`src/rtl/mem_rd_stage.sv`:
```
`default_nettype none
// +----------------------------------------------------------------------------+
// | Module      : mem_rd_stage                                                 |
// | Description : Memory-read stage after address generation. Forms the       |
// |               linear address, checks it against the segment upper bound,  |
// |               reads the operand from the D-cache over a req/ack handshake |
// |               (two reads for dword-crossing accesses), then aligns and    |
// |               zero-extends the data into the execute-facing registers.    |
// | Revision    : 1.0  initial release                                         |
// +----------------------------------------------------------------------------+
// Ports
//   clk, rst_n        clock, asynchronous active-low reset
//   i_v               AG uop valid
//   i_memRen/WEn      uop reads / writes memory (writes are limit-checked only)
//   i_virt_addr       effective address from AG
//   i_segRc           segment base high half, base = {i_segRc,16'h0}
//   i_seg_lim         inclusive linear upper bound
//   i_opSize          00/01 byte, 10 word, 11 dword
//   i_flush           squash the in-flight uop
//   i_ex_stall        execute cannot accept this cycle
//   o_stall           back-pressure to AG
//   o_dc_req/addr     D-cache read request, dword address
//   i_dc_ack/data     D-cache data valid / aligned dword
//   o_v, o_lin_addr   result valid, linear address of the access
//   o_mem_data        aligned, zero-extended operand
//   o_gp_fault        segment limit / wrap violation
//   o_bus_err         D-cache ack timeout
module mem_rd_stage #(
  parameter int TO_CYC = 64
) (
  input  logic        clk,
  input  logic        rst_n,
  input  logic        i_v,
  input  logic        i_memRen,
  input  logic        i_memWen,
  input  logic [31:0] i_virt_addr,
  input  logic [15:0] i_segRc,
  input  logic [31:0] i_seg_lim,
  input  logic [1:0]  i_opSize,
  input  logic        i_flush,
  input  logic        i_ex_stall,
  output logic        o_stall,
  output logic        o_dc_req,
  output logic [29:0] o_dc_addr,
  input  logic        i_dc_ack,
  input  logic [31:0] i_dc_data,
  output logic        o_v,
  output logic [31:0] o_lin_addr,
  output logic [31:0] o_mem_data,
  output logic        o_gp_fault,
  output logic        o_bus_err
);

  // S_DRAIN: uop was flushed while a request was outstanding; the request is
  // held until the D-cache acks so the handshake is never abandoned mid-way.
  typedef enum logic [1:0] {
    S_IDLE  = 2'd0,
    S_RD0   = 2'd1,
    S_RD1   = 2'd2,
    S_DRAIN = 2'd3
  } state_t;

  localparam int               c_cnt_w   = (TO_CYC > 1) ? $clog2(TO_CYC) : 1;
  localparam logic             c_to_en   = (TO_CYC != 0);
  localparam logic [c_cnt_w-1:0] c_to_last = c_cnt_w'((TO_CYC > 0) ? (TO_CYC - 1) : 0);

  state_t              r_state;
  state_t              w_next_state;
  logic                r_v;
  logic [31:0]         r_lin;
  logic [31:0]         r_data;
  logic                r_gp;
  logic                r_be;
  logic [29:0]         r_dc_addr;
  logic [1:0]          r_off;
  logic [1:0]          r_op;
  logic                r_split;
  logic [31:0]         r_lo;
  logic [c_cnt_w-1:0]  r_to_cnt;

  logic [31:0] w_lin;
  logic [2:0]  w_size;
  logic [32:0] w_end;
  logic        w_is_mem;
  logic        w_fault;
  logic        w_split;
  logic        w_accept;
  logic        w_rd_go;
  logic        w_busy;
  logic        w_in_rd;
  logic        w_to_hit;
  logic        w_done;
  logic        w_to_res;
  logic [63:0] w_pair;
  logic [31:0] w_shift;
  logic [31:0] w_asm;

  // Address formation and limit check on the incoming uop.
  assign w_lin    = i_virt_addr + {i_segRc, 16'h0000};
  assign w_size   = i_opSize[1] ? (i_opSize[0] ? 3'd4 : 3'd2) : 3'd1;
  assign w_end    = {1'b0, w_lin} + {30'd0, w_size} - 33'd1;
  assign w_is_mem = i_memRen | i_memWen;
  assign w_fault  = w_is_mem & (w_end[32] | (w_end[31:0] > i_seg_lim));
  assign w_split  = ({1'b0, w_lin[1:0]} + w_size) > 3'd4;

  assign w_busy   = (r_state != S_IDLE);
  assign w_in_rd  = (r_state == S_RD0) | (r_state == S_RD1);
  assign o_stall  = w_busy | (r_v & i_ex_stall);
  assign w_accept = i_v & ~o_stall & ~i_flush;
  assign w_rd_go  = w_accept & i_memRen & ~w_fault;

  // Timeout fires on the last allowed request cycle without an ack. It also
  // covers S_DRAIN so a dead D-cache cannot wedge the stage after a flush.
  assign w_to_hit = c_to_en & w_busy & ~i_dc_ack & (r_to_cnt == c_to_last);

  assign w_done   = i_dc_ack & (((r_state == S_RD0) & ~r_split) | (r_state == S_RD1));
  assign w_to_res = w_in_rd & w_to_hit;

  // Result assembly: the low dword is only registered for split accesses, and
  // the final ack's data is used directly so ack->o_v is a single cycle.
  assign w_pair  = (r_state == S_RD1) ? {i_dc_data, r_lo} : {32'd0, i_dc_data};
  assign w_shift = 32'(w_pair >> {r_off, 3'b000});

  always_comb begin
    w_asm = w_shift;
    case (r_op)
      2'b11:   w_asm = w_shift;
      2'b10:   w_asm = {16'd0, w_shift[15:0]};
      default: w_asm = {24'd0, w_shift[7:0]};
    endcase
  end

  always_ff @(posedge clk or negedge rst_n) begin
    if (!rst_n) begin
      r_state <= S_IDLE;
    end else begin
      r_state <= w_next_state;
    end
  end

  always_comb begin
    w_next_state = r_state;
    case (r_state)
      S_IDLE: begin
        if (w_rd_go) w_next_state = S_RD0;
      end
      S_RD0: begin
        if (i_dc_ack) begin
          // A flush coinciding with the first ack suppresses the second read.
          w_next_state = (r_split & ~i_flush) ? S_RD1 : S_IDLE;
        end else if (w_to_hit) begin
          w_next_state = S_IDLE;
        end else if (i_flush) begin
          w_next_state = S_DRAIN;
        end
      end
      S_RD1: begin
        if (i_dc_ack || w_to_hit) begin
          w_next_state = S_IDLE;
        end else if (i_flush) begin
          w_next_state = S_DRAIN;
        end
      end
      S_DRAIN: begin
        if (i_dc_ack || w_to_hit) w_next_state = S_IDLE;
      end
      default: w_next_state = S_IDLE;
    endcase
  end

  assign o_dc_req = w_busy;

  always_ff @(posedge clk or negedge rst_n) begin
    if (!rst_n) begin
      r_v       <= 1'b0;
      r_lin     <= 32'd0;
      r_data    <= 32'd0;
      r_gp      <= 1'b0;
      r_be      <= 1'b0;
      r_dc_addr <= 30'd0;
      r_off     <= 2'd0;
      r_op      <= 2'd0;
      r_split   <= 1'b0;
      r_lo      <= 32'd0;
      r_to_cnt  <= '0;
    end else begin
      if (i_flush) begin
        r_v  <= 1'b0;
        r_gp <= 1'b0;
        r_be <= 1'b0;
      end else if (w_accept) begin
        r_lin     <= w_lin;
        r_dc_addr <= w_lin[31:2];
        r_off     <= w_lin[1:0];
        r_op      <= i_opSize;
        r_split   <= w_split;
        r_data    <= 32'd0;
        // Writes and faulting uops complete immediately with no D-cache read.
        r_v       <= ~w_rd_go;
        r_gp      <= w_fault;
        r_be      <= 1'b0;
      end else if (w_done) begin
        r_v    <= 1'b1;
        r_data <= w_asm;
        r_gp   <= 1'b0;
        r_be   <= 1'b0;
      end else if (w_to_res) begin
        r_v    <= 1'b1;
        r_data <= 32'd0;
        r_be   <= 1'b1;
      end else if (r_v && !i_ex_stall) begin
        r_v  <= 1'b0;
        r_gp <= 1'b0;
        r_be <= 1'b0;
      end

      // First half of a split access: keep the low dword, step to next dword.
      if ((r_state == S_RD0) && i_dc_ack && r_split && !i_flush) begin
        r_lo      <= i_dc_data;
        r_dc_addr <= r_dc_addr + 30'd1;
      end

      if (w_busy && !i_dc_ack && !w_to_hit) begin
        r_to_cnt <= r_to_cnt + c_cnt_w'(1);
      end else begin
        r_to_cnt <= '0;
      end
    end
  end

  assign o_v        = r_v;
  assign o_lin_addr = r_lin;
  assign o_mem_data = r_data;
  assign o_gp_fault = r_gp;
  assign o_bus_err  = r_be;
  assign o_dc_addr  = r_dc_addr;

endmodule
`default_nettype wire
```
`config.mk`:
```
export PLATFORM = sky130hd
export DESIGN_NAME = mem_rd_stage
export DESIGN_NICKNAME = d
export VERILOG_FILES = /design/src/rtl/mem_rd_stage.sv
export SDC_FILE = /design/constraint.sdc
export NUM_CORES = 1
export LEC_CHECK = 0
export BUFFER_PORTS_ARGS = -buffer_cell sky130_fd_sc_hd__buf_4
export CAP_MARGIN = 20
export CORE_MARGIN = 4
export CORE_UTILIZATION = 51
export CTS_CLUSTER_SIZE = 10
export DETAILED_ROUTE_END_ITERATION = 16
export PLACE_DENSITY = 0.91
export SYNTH_ARGS = -nofsm -noshare
export SYNTH_HDL_FRONTEND = slang
export SYNTH_SLANG_ARGS = --single-unit
export TNS_END_PERCENT = 10
```
`constraint.sdc`:
```
create_clock -name clk -period 2.39 [get_ports clk]
set_input_delay 0.239 -clock clk [delete_from_list [all_inputs] [get_ports clk]]
set_output_delay 0.239 -clock clk [all_outputs]
set_load 0.02 [all_outputs]
```
**Word-level counts from Yosys, hierarchy flattened**

Index checks and enable logic that the tools add are counted.
Widths: inputs -> output; s select.

- Add/subtract/negate cells: 6
- $lt $le $gt $ge: 2
- Eq/ne operators: 10
- Shifts and indexed selects: 1
- Mux-type cells: 31
- Bitwise logic cells: 23
- Reductions and logical operators: 22

Operators with widths:

| kind | number |
|---|---|
| $mux 32 | 3 |
| $mux 30 | 3 |
| $mux 64 | 1 |
| $pmux 32 s2 | 1 |
| $shr 64x5->32 | 1 |
| $add 32x3->33 | 1 |
| $sub 33x1->33 const B | 1 |
| $add 32x32->32 | 1 |
| $gt 32x32->1 | 1 |
| $add 30x1->30 const B | 1 |
| $mux 2 | 7 |
| $and 1x1->1 | 12 |
| $mux 1 | 12 |
| $reduce_and 2->1 | 5 |
| $eq 2x2->1 const B | 4 |
| $pmux 2 s4 | 1 |
| $add 6x1->6 const B | 1 |
| $eq 6x6->1 const B | 1 |
| $logic_and 1x1->1 | 6 |
| $mux 3 | 2 |
| $mux 6 | 1 |
| $not 1->1 | 6 |
| $or 1x1->1 | 5 |
| $reduce_bool 5->1 | 1 |
| 12 further kinds | 17 |

- Register bits: 142
- Logic and storage cells: 107

**Longest topological paths before layout**

Gate-level depths: netlist (run 1).

- Depth after elaboration: 12
- Gate-level depth with buffers: 29

**Worst setup path before layout (run 1)**

Ideal clock, no wire load.

- Path type: in2reg
- From: input port i_opSize[0]
- To: register r_state[0]
- Arrival: 5.200 ns
- Required time: 2.264 ns
- Path slack: -2.936 ns
- Stages on the path: 28
- Path buffers: 0
- Path through: nand2b_1 ha_1 inv_1 ha_1 inv_1 fa_1 nor2b_1 o21ai_1 a21boi_0 o21ai_1 o211a_1 o31ai_2 a41oi_1 o41ai_2 a21o_2 a21oi_1 xnor2_1 ha_1 nand4_1 nor4_1 nand2_1 a211oi_1 a2111oi_0 o21ai_0 o22ai_1 o2111a_1 and2_4 o32a_1

- Word-level cells in the longest chain between the ends: 11

Ends and longest elaborated chain:

| element | RTL line | RTL |
|---|---|---|
| start: declaration | 39 | `input logic [1:0] i_opSize,` |
| $mux 3 * (2 in a row) | 100 | `assign w_size = i_opSize[1] ? (i_opSize[0] ? 3'd4 : 3'd2) : 3'd1;` |
| $add 32x3->33 * | 101 | `assign w_end = {1'b0, w_lin} + {30'd0, w_size} - 33'd1;` |
| $sub 33x1->33 * | 101 |  |
| $gt 32x32->1 | 103 | `assign w_fault = w_is_mem & (w_end[32] \| (w_end[31:0] > i_seg_lim));` |
| $or 1x1->1 * | 103 |  |
| $and 1x1->1 * | 103 |  |
| $not 1->1 * | 110 | `assign w_rd_go = w_accept & i_memRen & ~w_fault;` |
| $and 1x1->1 * | 110 |  |
| $ne 2x2->1 (no source line) * | -- |  |
| $reduce_and 2->1 (no source line) * | -- |  |
| end signal: assignment | 137 | `r_state <= w_next_state;` |
| end: declaration | 67 | `state_t r_state;` |

Every way passes the cells marked *; elsewhere a longest branch is shown, timed or not.
A chain may end at the register's enable or synchronous reset.

**Final worst setup path (run 1)**

- From: input port i_virt_addr[18]
- To: register r_state[0]

- Word-level cells in the longest chain between the ends: 10

Ends and longest elaborated chain:

| element | RTL line | RTL |
|---|---|---|
| start: declaration | 36 | `input logic [31:0] i_virt_addr,` |
| $add 32x32->32 * | 99 | `assign w_lin = i_virt_addr + {i_segRc, 16'h0000};` |
| $add 32x3->33 * | 101 |  |
| $sub 33x1->33 * | 101 |  |
| $gt 32x32->1 | 103 |  |
| $or 1x1->1 * | 103 |  |
| $and 1x1->1 * | 103 |  |
| $not 1->1 * | 110 |  |
| $and 1x1->1 * | 110 |  |
| $ne 2x2->1 (no source line) * | -- |  |
| $reduce_and 2->1 (no source line) * | -- |  |

Marked as above.

==> results of run 1 <==
## layer usage
layer | GRT usage (%) | vias to the layer above | wire (um)
li1 | - | 4825 | -
met5 | 0 | - | 0
met4 | 17.1 | 0 | 1860
met3 | 6.41 | 159 | 2940
met1 | 35.2 | 5148 | 12800
met2 | 53.5 | 635 | 17400
## cell usage after synthesis, drive strengths merged, types with 18 or more instances
| library cell | number | area, um^2 |
|---|---|---|
| a211oi | 18 | 140 |
| a21o | 18 | 140 |
| a21oi | 70 | 354 |
| a22o | 23 | 201 |
| clkbuf | 38 | 143 |
| dfrtp | 140 | 3500 |
| ha | 85 | 1060 |
| inv | 96 | 360 |
| mux2i | 64 | 641 |
| nand2 | 195 | 732 |
| nor2 | 52 | 198 |
| o21ai | 95 | 483 |
| xnor2 | 35 | 348 |
## placed cells by master (no fill, tap or decap), drive strengths merged, types with 8 or more instances in the layout
cell / netlist / routed
a211oi: 18 / 18
a21o: 18 / 18
a21oi: 70 / 70
a221oi: 8 / 8
a22o: 23 / 23
and3: 12 / 12
buf: 6 / 390
clkbuf: 38 / 17
dfrtp: 140 / 140
ha: 85 / 85
inv: 96 / 107
mux2: 8 / 8
mux2i: 64 / 64
mux4: 8 / 8
nand2: 195 / 195
nand2b: 8 / 8
nand3: 16 / 16
nand4: 12 / 12
nor2: 52 / 52
nor3: 11 / 11
o211ai: 8 / 8
o21ai: 95 / 95
o2bb2ai: 9 / 9
xnor2: 35 / 35
xor2: 16 / 16
## registers in the layout, summed over array words and instances (netlist names), 2 cells and up
signal      count
r_lo           32
o_lin_addr     32
o_mem_data     32
o_dc_addr      30
r_state         2
r_to_cnt        6
r_op            2
## per-stage QoR
step	setup WS [ns]	cells	setup TNS, ns
CTS	-2.53	1795	-9.79
finish	-2.68	1795	-10.37
floorplan	-2.60	1151	-10.43
detailed placement	-3.15	1755	-14.71
global placement	-2.97	1755	-13.75
global route	-2.89	1795	-11.44
## what timing repair did
action,in CTS,in global routing
endpoints found under the hold margin,57,0
resized for setup,17,22
endpoints found under the setup margin,7,14
gates cloned,0,0
hold buffers,1,0
pin swaps,20,6
buffers inserted,7,0
## final cells by class
class                   count  area share (%)
repair buffers            391            20.9
inverters                  97            2.56
clock inverters            15            1.49
well taps                 265            2.33
multi-input cells         870            45.1
flip-flops and latches    140            24.6
clock buffers              17            2.99
## logic make-up after synthesis
logic type,after synthesis
flip-flops,140
multiplexers,80
AO/OA/AOI/OAI,311
adder cells (fa/ha/maj),91
XOR/XNOR,51
AND/OR/NAND/NOR,337
buffers and inverters,141
## power groups by stage
stage | clock network (mW) | registers (mW) | logic (mW)
after floorplan | 0 | 4.71 | 4.22
after global placement | 0 | 4.08 | 7.92
after detailed placement | 0 | 4.14 | 8.25
after CTS | 2.94 | 4.12 | 8.53
after global routing | 3.06 | 4.27 | 9.36
final | 2.93 | 4.19 | 8.72
## worst reg2reg max path, delay by kind of cell, from the launching register on
kind	cells	cell delay, ns
DFF	1	0.46
and+or+nand+nor	1	0.58
AOI/OAI and AO/OA	3	0.62
buffers and inverters	2	0.31
adders and majority gates	1	0.24
## path summary, 6_finish.rpt
| kind | endpoint | slack [ns] | cells past startpoint |
|---|---|---|---|
| min in group asynchronous | o_gp_fault$_DFFE_PN0P_ | 0.36 | 2 |
| setup / recovery | r_state[0]$_DFFE_PN0P_ | -2.68 | 27 |
| setup reg to reg | o_mem_data[27]$_DFFE_PN0P_ | 0.13 | 7 |
| max in group asynchronous | r_lo[19]$_DFFE_PN0P_ | 1.29 | 3 |
| hold reg to reg | r_to_cnt[0]$_DFF_PN0_ | 0.47 | 1 |
| hold / removal | r_lo[28]$_DFFE_PN0P_ | 0.01 | 3 |
==> metrics.txt, run 1 <==
CP Class=in -> reg; row cnt=between 50 and 60; routed vias/inst=roughly 6; CP required=~2.7 ns; Multi-input gate area=~6400 um^2; cts bufs inserted=17; Pint=~9.0 mW; Yosys cell types=77; Tmin final=5.07 ns; GRT Util Overall=30.7%; P&R area growth vs syn=40.2%; hold_sp=i_dc_data[28]; Initial Util=52.0%; Root Buffer=clkbuf_16; worst reg2reg path startpoint=r_state[0]$_DFFE_PN0P_; CTS Buffer Depth=2; P_sw=between 6 and 7 mW; Slowest-stage cell, CP=a211oi_2; antenna violations before repair=0; Clock Sinks=140; Hold Crit Class=in -> reg; Cell Pwr Density=approximately 1100 nW/um^2; logic gate share of total power=a little under three fifths; combinational family with the most area after synthesis=compound AO/OA/AOI/OAI gates; post-synthesis simple-gate area fraction=~14%; CP Data Arrival Time=~5.4 ns; fillcell total=roughly 1.3k; Die X-Extent=approximately 150 um; wire per inst=19.5 um; first-pass GRT wire length=about 55000 um; max_slew headroom=approximately half; Slew Viols, Final=0; xor/xnor share of the synthesized area=4.96%; final antenna-violating net count=0; via count=around 11k; Final Net Count=1727; Post-synth ARST share=between 90% and 100%; Fin. Hold Viols=0; clk_lat worst skew=roughly 0.43 ns; syn_area_per_cell=slightly below 9 um^2; Warnings, synthesis=0; DRT Pass-1 Iters=6; f_max=0.197 GHz; crit path max fanout=4; port buffer count=220; n_diodes=0; Syn Inst Count=approximately 1.2k; hold slack=0.0141 ns; Finished Core Util=around 73%; HPWL Detailed=about 26000 um; detailed router's first-iteration violation count=between 1k and 1.5k; crit path launch=i_virt_addr[18]; total grt overflow=0; worst vdd ir=0.628 mV; DRC errors left=0; post-placement cell area=between 10000 and 15000 um^2; Core ar.=roughly 20000 um^2; slew of the pin with the lowest slew margin=between 0.7 and 0.8 ns; share of cells above drive strength 1=about a third; Bufs and invs on worst path=3; Design Power=15.8 mW; power share of the sequential group=approximately a quarter; Final period util=212%; Adder-Cell Fraction of Synth Area=a little under an eighth; CP most frequent cell=buf_4; startpoint types=input port; Layout Skew=between 0.01 and 0.015 ns; Post-synth EDFFs=0; syn_nets=1361; sequential cell area fraction in the yosys report=between 30% and 40%; die height=around 150 um; Yosys reg bits=140; wirelength, routed=between 30000 and 40000 um; commonest register cell after synthesis=dfrtp_1; Synth Cell Area=slightly above 10000 um^2; Clk network pwr share=18.5%; Max H-tree Level=4; Routability Congestion=0.982; CP endpoint kind=flop; vias in the first global route=11.0k; Setup-failing EPs final=5; post-synthesis mux area share=under 10%; CTS tree=yes; IO Count=221; final setup margin=-2.68 ns; Max Cap Viol=0; sw frac=a little over two fifths; Critical Path Max Stage Delay=around 0.35 ns; Register Area=around 3500 um^2; Leakage Power=7.16 nW; Synth Area in Compound Gates=~20%; RSZ-0062 raised after global routing=true; status=finished with violations; largest net degree at the start of global routing=62; post-route cell area=around 14000 um^2; die footprint=22200 um^2; cell family with most CP delay=compound AO/OA/AOI/OAI gates; clock-pin slew on the worst setup and hold paths=0.07 ns; violated checks=negative setup slack
Note: power is estimated with default switching activity, not from simulation.
==> run 2, diff against run 1 <==
--- a/config.mk
+++ b/config.mk
@@ -6,4 +6,5 @@
 export NUM_CORES = 1
 export LEC_CHECK = 0
+export ABC_CLOCK_PERIOD_IN_PS = 2390
 export BUFFER_PORTS_ARGS = -buffer_cell sky130_fd_sc_hd__buf_4
 export CAP_MARGIN = 20
==> constraint.sdc (replaced) <==
create_clock -name clk -period 2.39 [get_ports clk]
set_input_delay 0.239 -clock clk [delete_from_list [all_inputs] [get_ports clk]]
set_output_delay 0.239 -clock clk [all_outputs]
set_load 0.05 [all_outputs]
==> run 2 against run 1 <==
Against the previous run:
- the run still ends with negative setup slack left
- first-iteration DRC count is 9.0% lower
- wire length rose by 3.8%
- worst hold slack better by 0.0072 ns
- critical path type unchanged
- final cell count rose by 0.95%
==> metrics.txt, run 2 (synthesis results as in run 1) <==
worst vdd ir=0.981 mV (+56%); power share of the sequential group=24.3% (-2.1 points); dpl cells=1764 (+0.51%); Final Non-Filler Cells=1812 (+0.95%); Final Net Count=1744 (+0.98%); P&R area growth vs syn=41.1%; Leakage Power=7.21 nW (+0.61%); Fin. Hold Viols=0 (unchanged); clock-pin slew on the worst setup and hold paths=0.07 ns (about the same); vias in the first global route=11.4k (+2.8%); row cnt=51 (unchanged); Routability Congestion=0.962 (-2.0%); cts bufs inserted=17 (unchanged); P_sw=8.50 mW (+24%); Layout Skew=0.0110 ns (-0.00149 ns); CP Class=in -> reg; Fin Setup TNS=-10.59 ns (-0.221 ns); Critical Path Max Stage Delay=0.35 ns (about the same); status=finished with violations; Pint=8.78 mW (-2.5%); first-pass GRT wire length=57100 um (+4.2%); HPWL Detailed=25600 um (+0.12%); largest net degree at the start of global routing=60 (-3.2%); commonest non-fill, non-tap cell in the layout=buf_4; sw frac=49.2% (+6.0 points); die height=149 um (unchanged); total grt overflow=0 (unchanged); crit path max fanout=3 (-1); Root Buffer=clkbuf_16; Worst Reg-to-Reg Cells=7 (unchanged); CP endpoint kind=flop; detailed router's first-iteration violation count=924 (-9.0%); most frequent cells in the layout=buf_4 (402), nand2_1 (194), dfrtp_1 (138), inv_1 (89), o21ai_0 (89); CTS Buffer Depth=2 (unchanged); Slew Viols, Final=0 (unchanged); IO Count=221 (unchanged); routed vias/inst=6.04 (+0.66%); CP Data Arrival Time=5.39 ns (about the same); Initial Util=52.0% (unchanged); Hold Crit Class=in -> reg; final antenna-violating net count=0 (unchanged); startpoint types=input port; GRT Util Overall=32.2% (+1.5 points); Final period util=212% (about the same); die footprint=22200 um^2 (unchanged); Clk network pwr share=15.2% (-3.3 points); hold path depth=3 (unchanged); Slowest-stage cell, CP=fa_2; CP required=2.70 ns (about the same); logic gate share of total power=60.5% (+5.4 points); Max H-tree Level=4 (unchanged); post-route cell area=14300 um^2 (+0.57%); Max Cap Viol=0 (unchanged); slew of the pin with the lowest slew margin=0.736 ns (-0.00731 ns); DRT Pass-1 Iters=5 (-1); Die X-Extent=149 um (unchanged); f_max=0.197 GHz (about the same); Core ar.=19500 um^2 (unchanged); port buffer count=220 (unchanged); CTS tree=yes; final setup margin=-2.68 ns (-0.00199 ns); via count=10.9k (+1.6%); clk_lat worst skew=0.43 ns (about the same); wirelength, routed=36300 um (+3.8%); Tmin final=5.07 ns (+0.00199 ns); max_slew headroom=49.7% (+0.50 points); violated checks=negative setup slack; CP most frequent cell=a21oi_2; DRC errors left=0 (unchanged); RSZ-0062 raised after global routing=true; antenna violations before repair=0 (unchanged); Setup-failing EPs final=6 (+1); post-placement cell area=13400 um^2 (+0.51%); share of cells above drive strength 1=35.2% (+0.59 points); n_diodes=0 (unchanged); Clock Sinks=140 (unchanged); Cell Pwr Density=1210 nW/um^2 (+8.5%); wire per inst=20.1 um (+2.9%)
[run 2: metrics by stage]
step / hold slack [ns] / setup slack [ns] / power (mW) / util, %
after floorplan: -0.0566 / -2.60 / 10.4 / -
final: 0.0213 / -2.68 / 17.3 / 73.3
after global placement: 0.225 / -2.93 / 13.6 / 68.7
after CTS: 0.00684 / -2.60 / 17.0 / 73.0
after global routing: 0.0187 / -3.01 / 18.1 / 73.3
after detailed placement: 0.235 / -3.15 / 14.0 / 68.7
[run 2: critical path: cells and delay by family]
kind | cells | cell delay, ns
simple gates | 5 | 0.77
fa+ha+maj | 5 | 1.35
compound gates | 14 | 2.39
buf+inv | 4 | 0.36
xor+xnor | 2 | 0.26
[run 2: what timing repair did]
| item | CTS | global route |
|---|---|---|
| endpoints found under the setup margin | 9 | 12 |
| hold buffers | 1 | 0 |
| buffers inserted | 15 | 0 |
| gates resized for setup | 27 | 14 |
| endpoints found under the hold margin | 51 | 0 |
| pin swaps | 28 | 5 |
[run 2: cell type report]
type | instances | area, um^2
multi-input cells | 870 | 6430
fillers | 1253 | 5210
flip-flops and latches | 140 | 3510
repair buffers | 408 | 3110
clock buffers | 17 | 425
inverters | 97 | 367
well taps | 265 | 332
clock inverters | 15 | 146
[run 2: path summary, 6_finish.rpt]
kind	to	slack, ns	from
max	r_state[0]$_DFFE_PN0P_	-2.68	i_virt_addr[16]
max reg2reg	o_mem_data[27]$_DFFE_PN0P_	0.07	r_state[0]$_DFFE_PN0P_
min in group asynchronous	o_bus_err$_DFFE_PN0P_	0.34	rst_n
max in group asynchronous	r_lo[14]$_DFFE_PN0P_	1.26	rst_n
min reg2reg	r_to_cnt[0]$_DFF_PN0_	0.46	r_to_cnt[0]$_DFF_PN0_
min	r_lo[13]$_DFFE_PN0P_	0.02	i_dc_data[13]
[run 2: routing by layer]
| metal | track usage, % | wire length [um] |
|---|---|---|
| met2 | 55.8 | 18100 |
| met4 | 18.1 | 2080 |
| met5 | 0 | 0 |
| met1 | 36.6 | 12900 |
| met3 | 7.47 | 3230 |
[run 2: power by group through the flow]
stage / clock [mW] / combinational, mW / sequential (mW)
5_1_grt: 2.75 / 11.1 / 4.30
6_report: 2.63 / 10.5 / 4.20
4_1_cts: 2.64 / 10.2 / 4.15
3_5_place_dp: 0 / 9.82 / 4.15
2_1_floorplan: 0 / 4.28 / 6.16
3_3_place_gp: 0 / 9.47 / 4.10
==> run 3, diff against run 2 <==
--- a/config.mk
+++ b/config.mk
@@ -6,12 +6,13 @@
 export NUM_CORES = 1
 export LEC_CHECK = 0
-export ABC_CLOCK_PERIOD_IN_PS = 2390
+export ABC_CLOCK_PERIOD_IN_PS = 4400
 export BUFFER_PORTS_ARGS = -buffer_cell sky130_fd_sc_hd__buf_4
 export CAP_MARGIN = 20
 export CORE_MARGIN = 4
-export CORE_UTILIZATION = 51
+export CORE_UTILIZATION = 52
+export CTS_BUF_LIST = sky130_fd_sc_hd__clkbuf_4
 export CTS_CLUSTER_SIZE = 10
 export DETAILED_ROUTE_END_ITERATION = 16
-export PLACE_DENSITY = 0.91
+export PLACE_DENSITY = 0.92
 export SYNTH_ARGS = -nofsm -noshare
 export SYNTH_HDL_FRONTEND = slang
==> constraint.sdc (replaced) <==
create_clock -name clk -period 4.4 [get_ports clk]
set_input_delay 0.88 -clock clk [delete_from_list [all_inputs] [get_ports clk]]
set_output_delay 0.88 -clock clk [all_outputs]
set_load 0.05 [all_outputs]
==> run 3 against run 2 <==
Against the previous run:
- the run still ends with negative setup slack left
- first-iteration DRC count is 17% lower
- non-clock buffer count is 29 lower
- global-route usage is 2.1 points lower
- sequential power is 45% lower
- final cell count is 1.8% lower
- power is 50% lower
- clock power is 65% lower
- worst hold slack better by 0.33 ns
- register-to-register slack better by 1.3 ns
- sequential share of layout area is 1.0 points higher
- critical path type unchanged
- largest cell class unchanged
==> metrics.txt, run 3 (synthesis results as in run 1) <==
CP endpoint kind=flop; largest net degree at the start of global routing=91 (+52%); sw frac=50.7% (+1.6 points); Pint=4.28 mW (-51%); Final period util=126%; routed vias/inst=5.93 (-1.8%); clock-pin slew on the worst setup and hold paths=0.13 ns (+0.06 ns); via count=10.5k (-3.6%); die height=148 um (-0.91%); port buffer count=220 (unchanged); Leakage Power=6.95 nW (-3.6%); die footprint=21800 um^2 (-1.8%); startpoint types=input port; Fin. Hold Viols=0 (unchanged); Root Buffer=clkbuf_4; HPWL Detailed=25100 um (-2.0%); CP most frequent cell=a21oi_2; total grt overflow=0 (unchanged); final antenna-violating net count=0 (unchanged); logic gate share of total power=62.9% (+2.4 points); Critical Path Max Stage Delay=0.36 ns (about the same); wire per inst=18.6 um (-7.4%); DRT Pass-1 Iters=5 (unchanged); Design Power=8.68 mW (-50%); max_slew headroom=38.6% (-11 points); antenna violations before repair=1 (+1); final setup margin=-1.13 ns (+1.55 ns); flop2flop setup slack=1.41 ns (+1.34 ns); Die X-Extent=148 um (-0.91%); Cell Pwr Density=632 nW/um^2 (-48%); Worst Reg-to-Reg Cells=8 (+1); Clk network pwr share=10.6% (-4.6 points); Routability Congestion=0.942 (-2.1%); Fin Setup TNS=-4.24 ns (+6.35 ns); CTS Buffer Depth=2 (unchanged); slew of the pin with the lowest slew margin=0.921 ns (+0.185 ns); Final Net Count=1715 (-1.7%); first-pass GRT wire length=53500 um (-6.3%); crit path max fanout=3 (unchanged); CTS tree=yes; most frequent cells in the layout=buf_4 (375), nand2_1 (194), dfrtp_1 (139), inv_1 (89), o21ai_0 (89); Tmin final=about 5.5 ns; Initial Util=53.5% (+1.6 points); violated checks=negative setup slack; CP required=4.87 ns (+2.17 ns); share of cells above drive strength 1=33.1% (-2.2 points); P_sw=4.41 mW (-48%); Slew Viols, Final=0 (unchanged); vias in the first global route=10.9k (-4.4%); Max H-tree Level=4 (unchanged); Setup-failing EPs final=4 (-2); worst reg2reg path startpoint=r_state[0]$_DFFE_PN0P_; Clock Sinks=140 (unchanged); GRT Util Overall=30.1% (-2.1 points); CP Class=in -> reg; DRC errors left=0 (unchanged); P&R area growth vs syn=35.3%; reg2reg end=o_dc_addr[12]$_DFFE_PN0P_; power share of the sequential group=26.5% (+2.2 points); IO Count=221 (unchanged); detailed router's first-iteration violation count=768 (-17%); RSZ-0062 raised after global routing=true; wirelength, routed=33000 um (-9.1%); Setup WS pre-CTS=-1.76 ns (+1.39 ns); Hold Crit Class=in -> async; CP Data Arrival Time=6.00 ns (+0.61 ns); fillcell total=1280 (+2.2%); status=finished with violations; commonest non-fill, non-tap cell in the layout=buf_4; cts bufs inserted=17 (unchanged); worst vdd ir=0.357 mV (-64%); Max Cap Viol=0 (unchanged); cts hold-fix bufs=0 (-1); clk_lat worst skew=0.59 ns (+0.16 ns); f_max=~0.18 GHz; Finished Core Util=72.4% (-0.88 points); Layout Skew=0.0242 ns (+0.0132 ns); Slowest-stage cell, CP=fa_2; Core ar.=19000 um^2 (-2.9%); row cnt=50 (-2.0%)
-- run 3: cell types whose count changed in the layout (fill, tap and decap cells not counted), sizes merged --
cell | before | now
bufinv | 0 | 2
buf | 407 | 379
dlygate4sd3 | 1 | 0
inv | 105 | 103
clkinv | 4 | 5
clkinvlp | 3 | 2
diode | 0 | 1
-- run 3: power by group through the flow --
stage | combinational, mW | clock [mW] | sequential [mW]
2_1_floorplan | 2.32 | 0 | 3.35
3_3_place_gp | 5.02 | 0 | 2.26
3_5_place_dp | 5.23 | 0 | 2.30
4_1_cts | 5.34 | 0.932 | 2.28
5_1_grt | 5.83 | 0.992 | 2.36
6_report | 5.46 | 0.921 | 2.30
-- run 3: worst max-delay path, delay by kind of cell --
| family | cells | cell delay [ns] |
|---|---|---|
| buffers and inverters | 4 | 0.36 |
| AOI/OAI and AO/OA | 15 | 2.67 |
| and+or+nand+nor | 4 | 0.43 |
| xor gates and xnor gates | 2 | 0.32 |
| adders and majority gates | 5 | 1.32 |
-- run 3: metal layers --
metal / GRT usage [%] / up-vias / share of wire [%]
met5: 0 / - / 0
met4: 15.9 / 0 / 5.2
met3: 6.74 / 152 / 8.3
met1: 35.3 / 4990 / 37
met2: 51.7 / 607 / 49
li1: - / 4799 / -
-- run 3: area by class of cell --
class | instances | area [um^2] | share of cell area (%)
Antenna cell | 1 | 2.50 | 0.0182
Clock buffer | 17 | 128 | 0.929
Clock inverter | 15 | 176 | 1.28
Inverter | 97 | 364 | 2.65
Multi-Input combinational cell | 870 | 6350 | 46.2
Sequential cell | 140 | 3500 | 25.5
Tap cell | 260 | 325 | 2.37
Timing Repair Buffer | 379 | 2880 | 21.0
-- run 3: repair_timing --
item                                    in CTS  in global routing
endpoints found under the setup margin       4                  4
setup buffers                                9                  1
pin swaps                                   24                  8
gates resized for setup                     13                 10
-- run 3: worst max path at each step --
stage | start | slack [ns] | end | cells after the start
4_1_cts | i_opSize[0] | -1.02 | r_state[0]$_DFFE_PN0P_ | 30
3_5_place_dp | i_opSize[0] | -1.76 | r_state[0]$_DFFE_PN0P_ | 30
6_report | i_segRc[0] | -1.13 | r_state[1]$_DFFE_PN0P_ | 30
3_3_place_gp | i_opSize[0] | -1.57 | r_state[0]$_DFFE_PN0P_ | 30
2_1_floorplan | i_segRc[0] | -1.23 | r_state[0]$_DFFE_PN0P_ | 28
5_1_grt | i_segRc[0] | -1.33 | r_state[1]$_DFFE_PN0P_ | 30
-- run 3: through the flow --
stage	hold WS (ns)	area (um^2)	instances
CTS	0.349	13600	1776
detailed placement	0.463	13200	1736
global route	0.383	13700	1779
floorplan	0.433	10300	1151
finish	0.355	13700	1779
global placement	0.447	13200	1735
